==> config.mk <==
export PLATFORM = sky130hd
export DESIGN_NAME = q_episode_controller
export DESIGN_NICKNAME = d
export VERILOG_FILES = /design/src/rtl/q_episode_controller.sv
export SDC_FILE = /design/constraint.sdc
export NUM_CORES = 1
export LEC_CHECK = 0
export ABC_AREA = 1
export ABC_CLOCK_PERIOD_IN_PS = 2680
export CORE_UTILIZATION = 45
export CTS_CLUSTER_DIAMETER = 120
export DETAILED_ROUTE_END_ITERATION = 10
export DONT_BUFFER_PORTS = 1
export GPL_TIMING_DRIVEN = 0
export PLACE_DENSITY = 0.69
export SKIP_CTS_REPAIR_TIMING = 1
export SYNTH_ARGS = -nofsm -noshare
export SYNTH_HDL_FRONTEND = slang
export SYNTH_SLANG_ARGS = --single-unit
export TNS_END_PERCENT = 10
==> constraint.sdc <==
create_clock -name clk -period 2.68 [get_ports clk]
set_clock_uncertainty 0.05 [all_clocks]
set_input_delay 0.268 -clock clk [delete_from_list [all_inputs] [get_ports clk]]
set_output_delay 0.268 -clock clk [all_outputs]
set_load 0.005 [all_outputs]
==> src/rtl/q_episode_controller.sv <==
// Episode/step sequencer for the Q-learning agent: fetches a transition from the
// environment, fires the Q-update accelerator, waits out its latency, then advances.
module q_episode_controller #(
    parameter int STATE_W      = 6,
    parameter int REWARD_W     = 16,
    parameter int START_STATE  = 0,
    parameter int GOAL_STATE   = 63,
    parameter int MAX_STEPS    = 64,
    parameter int NUM_EPISODES = 100,
    parameter int ACC_LAT      = 3
) (
    input  logic                clk,
    input  logic                rst_n,
    input  logic                start,
    input  logic                abort,
    input  logic [3:0]          cfg_gamma,
    input  logic [3:0]          cfg_alpha,
    output logic                env_req,
    input  logic                env_valid,
    input  logic [STATE_W-1:0]  env_next_state,
    input  logic [REWARD_W-1:0] env_reward,
    output logic [STATE_W-1:0]  cur_state,
    output logic                acc_en,
    output logic [STATE_W-1:0]  acc_state,
    output logic [STATE_W-1:0]  acc_next_state,
    output logic [REWARD_W-1:0] acc_reward,
    output logic [3:0]          acc_gamma,
    output logic [3:0]          acc_alpha,
    output logic [15:0]         step_cnt,
    output logic [15:0]         episode_cnt,
    output logic                busy,
    output logic                done
);

    typedef enum logic [2:0] {
        S_IDLE, S_REQ, S_WAIT_ENV, S_UPDATE, S_WAIT_ACC, S_ADVANCE, S_DONE
    } state_t;

    state_t state_reg, state_next;

    logic [STATE_W-1:0]  cur_state_reg;
    logic [STATE_W-1:0]  acc_state_reg;
    logic [STATE_W-1:0]  acc_next_state_reg;
    logic [REWARD_W-1:0] acc_reward_reg;
    logic [3:0]          gamma_reg;
    logic [3:0]          alpha_reg;
    logic [15:0]         step_cnt_reg;
    logic [15:0]         episode_cnt_reg;
    logic [15:0]         wait_cnt_reg;

    logic [15:0] step_inc;
    logic [15:0] episode_inc;
    logic        terminal;
    logic        last_episode;

    assign step_inc     = step_cnt_reg + 16'd1;
    assign episode_inc  = episode_cnt_reg + 16'd1;
    assign terminal     = (acc_next_state_reg == STATE_W'(GOAL_STATE)) ||
                          (step_inc == 16'(MAX_STEPS));
    assign last_episode = (episode_inc == 16'(NUM_EPISODES));

    always_comb begin
        state_next = state_reg;
        env_req    = 1'b0;
        acc_en     = 1'b0;
        case (state_reg)
            S_IDLE:     if (start) state_next = S_REQ;
            S_REQ: begin
                env_req    = 1'b1;
                state_next = S_WAIT_ENV;
            end
            S_WAIT_ENV: if (env_valid) state_next = S_UPDATE;
            S_UPDATE: begin
                acc_en     = 1'b1;
                state_next = S_WAIT_ACC;
            end
            S_WAIT_ACC: if (wait_cnt_reg == 16'd0) state_next = S_ADVANCE;
            S_ADVANCE:  state_next = (terminal && last_episode) ? S_DONE : S_REQ;
            S_DONE:     if (start) state_next = S_REQ;
            default:    state_next = S_IDLE;
        endcase
        // Abort overrides everything, including a simultaneous start.
        if (abort) begin
            state_next = S_IDLE;
            env_req    = 1'b0;
            acc_en     = 1'b0;
        end
    end

    always_ff @(posedge clk) begin
        if (!rst_n) begin
            state_reg          <= S_IDLE;
            cur_state_reg      <= STATE_W'(START_STATE);
            acc_state_reg      <= '0;
            acc_next_state_reg <= '0;
            acc_reward_reg     <= '0;
            gamma_reg          <= '0;
            alpha_reg          <= '0;
            step_cnt_reg       <= '0;
            episode_cnt_reg    <= '0;
            wait_cnt_reg       <= '0;
        end else begin
            state_reg <= state_next;
            if (!abort) begin
                case (state_reg)
                    S_IDLE, S_DONE: begin
                        if (start) begin
                            cur_state_reg   <= STATE_W'(START_STATE);
                            step_cnt_reg    <= '0;
                            episode_cnt_reg <= '0;
                            gamma_reg       <= cfg_gamma;
                            alpha_reg       <= cfg_alpha;
                        end
                    end
                    S_WAIT_ENV: begin
                        if (env_valid) begin
                            acc_state_reg      <= cur_state_reg;
                            acc_next_state_reg <= env_next_state;
                            acc_reward_reg     <= env_reward;
                        end
                    end
                    S_UPDATE:   wait_cnt_reg <= 16'(ACC_LAT - 1);
                    S_WAIT_ACC: if (wait_cnt_reg != 16'd0) wait_cnt_reg <= wait_cnt_reg - 16'd1;
                    S_ADVANCE: begin
                        if (!terminal) begin
                            cur_state_reg <= acc_next_state_reg;
                            step_cnt_reg  <= step_inc;
                        end else if (!last_episode) begin
                            episode_cnt_reg <= episode_inc;
                            step_cnt_reg    <= '0;
                            cur_state_reg   <= STATE_W'(START_STATE);
                        end else begin
                            // Final step: keep its count visible and leave cur_state as is.
                            episode_cnt_reg <= episode_inc;
                            step_cnt_reg    <= step_inc;
                        end
                    end
                    default: ;
                endcase
            end
        end
    end

    assign cur_state      = cur_state_reg;
    assign acc_state      = acc_state_reg;
    assign acc_next_state = acc_next_state_reg;
    assign acc_reward     = acc_reward_reg;
    assign acc_gamma      = gamma_reg;
    assign acc_alpha      = alpha_reg;
    assign step_cnt       = step_cnt_reg;
    assign episode_cnt    = episode_cnt_reg;
    assign busy           = (state_reg != S_IDLE) && (state_reg != S_DONE);
    assign done           = (state_reg == S_DONE);

endmodule

==> impl_metrics.yaml <==
floorplanning:
  core_mm2: 0.0104
  die_area_mm2: 0.0113
  dieHeight_um: 106
  pin_count: 113
  dieWidth_um: 106
  initial_core_util_pct: 47.0
  std_cell_rows: 37
placed_design:
  pre_cts_ws_ps: 208
  io_buffer_count: 0
  gp_congestion: 0.919
  place.detailed.hpwl_mm: 9.27
sta:
  hold_viol: 8
  finalMaxSlewViolations: 0
  fmax_mhz: 414
  whs_ps: -13.4
  rsz0062_at_grt: "no"
  tightest_slew_ps: 667
  max_slew_margin_pct: 55.6
  setup_tns_ps: 0
  worst_slack_ps: 267
  fin_crit_sh_pct: 90.0
  setup_viol: 0
  period_minus_slack_ps: 2410
route:
  drt_wl_total_mm: 12.6
  drc: 0
  viasPerCell: 5.38
  via_count: 4806
  wl_per_cell_um: 14.2
  antenna_left: 0
  drt-pass1-iter-count: 5
  drt_iter0_markers: 369
final_layout:
  fin_nets: 791
  area_delta_synth_final_pct: 11.3
  fill_cells: 1041
  multi_input_area_mm2: 0.00266
  final_cell_mix: "nand2_1 (154), nor2_1 (132), dfxtp_1 (89)"
  seq_area_mm2: 0.00187
  layout-drive-gt1-share_pct: 9.51
  layout_commonest_cell: "nand2_1"
  num_antenna_cells: 0
clock_tree:
  cts_root_buf: "clkbuf_8"
  clock_latency_ps: 370
  cts_tree: "built"
  clk_pin_slew_ps: 100
  cts_buffer_depth: 2
  cts_buffers: 9
  clock_sinks: 93
  htree_levels: 3
status:
  status: "finished, violations left"
  failed_checks: "negative hold slack"
critical_path:
  crit_type: "reg -> reg"
  crit_arrival_ps: 2620
  crit_fanout: 10
  endpoint_kind: "register"
  critical_path_required_ps: 2890
  startpoint_type: "register"
synthesis:
  synth_top_area_share_pct: 38.1
  synth_area_leaders: "dfxtp_1 (38%), nand2_1 (12%), nor2_1 (10%)"
  syn_area_mm2: 0.00489
  synth_largest_area_cell: "dfxtp_1"
  ys_seq_elements: 93
  yosysUniqueCellTypes: 36
  seq_area_frac_synth_pct: 38.1
  synthCells: 723
  mappedNetlistNets: 762
  synth.avg_cell_area_um2: 6.76
  ys_warn_count: 0
power:
  p_sw_mw: 0.655
  p_int_mw: 1.83
  peakVddDrop_uv: 393
  power_density_mw_per_mm2: 457
  pwr-share-clk_pct: 37.5
  combPwrFrac_pct: 5.5
  total_leakage_power_nw: 2.08
  power_frac_seq_pct: 57.0
  p_sw_share_pct: 26.3
  power_mw: 2.49
run:
  maxCapViolations: 0
global_routing:
  grt_pass1_wl_mm: 20.5
  track_usage_pct: 22.5
  grt-ovfl-total: 0
  grt_antenna_before_repair: 0
  grt_max_degree: 18
  grt_pass1_vias: 4441
worst_hold_path:
  min_path_type: "in -> reg"
==> power groups by stage <==
stage	Sequential (mW)	Clock [mW]	Combinational (mW)
after floorplan	1.44	0	0.0857
after global placement	1.45	0	0.111
after detailed placement	1.45	0	0.114
after CTS	1.42	0.954	0.114
after global routing	1.42	1.02	0.152
final	1.42	0.934	0.136
==> path summary, 6_finish.rpt <==
check,from,end,slack (ps),cells past startpoint
setup / recovery,episode_cnt[1]$_SDFFE_PN0P_,cur_state[0]$_SDFFE_PN0P_,270,13
hold / removal,env_reward[14],acc_reward[14]$_SDFFE_PN0P_,-10,2
hold reg to reg,wait_cnt_reg[1]$_SDFFE_PN0P_,wait_cnt_reg[1]$_SDFFE_PN0P_,430,2
setup reg to reg,episode_cnt[1]$_SDFFE_PN0P_,cur_state[0]$_SDFFE_PN0P_,270,13
==> layer usage <==
layer	part of all wire, %	GRT usage (%)	vias to the layer above	wire length [um]
met3	7.8	6.87	15	983
met5	0	0	-	0
met2	48	38.7	180	6070
met4	1.3	6.55	0	159
li1	-	-	2435	-
met1	43	26.9	2176	5430
==> layout make-up <==
class	instances	share of cell area, %
inverters	64	4.41
multi-input cells	540	48.9
clock buffers	10	2.53
flip-flops and latches	93	34.3
repair buffers	18	3.31
plain buffers	26	2.53
well taps	136	3.13
clock inverters	6	0.943
==> metrics by stage <==
stage                     hold slack [ps]  utilization, %  instance area [um2]  cells
after global routing                -2.49            52.3                 5440    893
final                               -13.4            52.3                 5440    893
after global placement                354            48.6                 5060    859
after floorplan                       353               -                 4890    723
after detailed placement              361            48.6                 5060    859
after CTS                           -29.8            50.4                 5250    875
==> kinds of logic (layout without fill, tap and decap cells) <==
logic type	count (synthesis)	in the layout	synth area share, %
AND/OR/NAND/NOR	412	412	39.5
AO/OA/AOI/OAI	118	118	12.6
flip-flops	93	93	38.1
buffers and inverters	90	124	7.73
XOR/XNOR	6	6	1.07
adder cells (fa/ha/maj)	4	4	1.02
==> synthesized netlist by cell type <==
| library cell | count |
|---|---|
| a211oi_1 | 1 |
| a21oi_1 | 60 |
| and3_1 | 1 |
| buf_2 | 2 |
| buf_4 | 4 |
| buf_6 | 3 |
| clkbuf_1 | 17 |
| clkinv_1 | 1 |
| dfxtp_1 | 93 |
| ha_1 | 4 |
| inv_1 | 58 |
| inv_2 | 5 |
| nand2_1 | 154 |
| nand2_2 | 4 |
| nand2_4 | 2 |
| nand2_8 | 1 |
| nand3_1 | 39 |
| nand3_2 | 10 |
| nand3_4 | 1 |
| nand3b_1 | 8 |
| nand4_1 | 31 |
| nor2_1 | 133 |
| nor2_2 | 8 |
| nor2_4 | 7 |
| nor3_1 | 10 |
| nor3_4 | 1 |
| nor3b_2 | 1 |
| nor4_1 | 1 |
| o211ai_1 | 1 |
| o21a_1 | 1 |
| o21ai_0 | 49 |
| o21ai_1 | 2 |
| o21ai_4 | 1 |
| o21bai_1 | 3 |
| xnor2_1 | 1 |
| xor2_1 | 5 |
==> worst max-delay path: stages, from the launching register on <==
cell     delay (ps)
dfxtp_2         410
ha_1            260
nand3_1         200
inv_1           180
nand2_1          60
nand2_1          60
nand2_1         110
nor3b_2         190
nand3_1         150
nor2_1          160
nand3_2         120
buf_6           160
a21oi_1         130
nor2_1           60
Note: power is estimated with default switching activity, not from simulation.
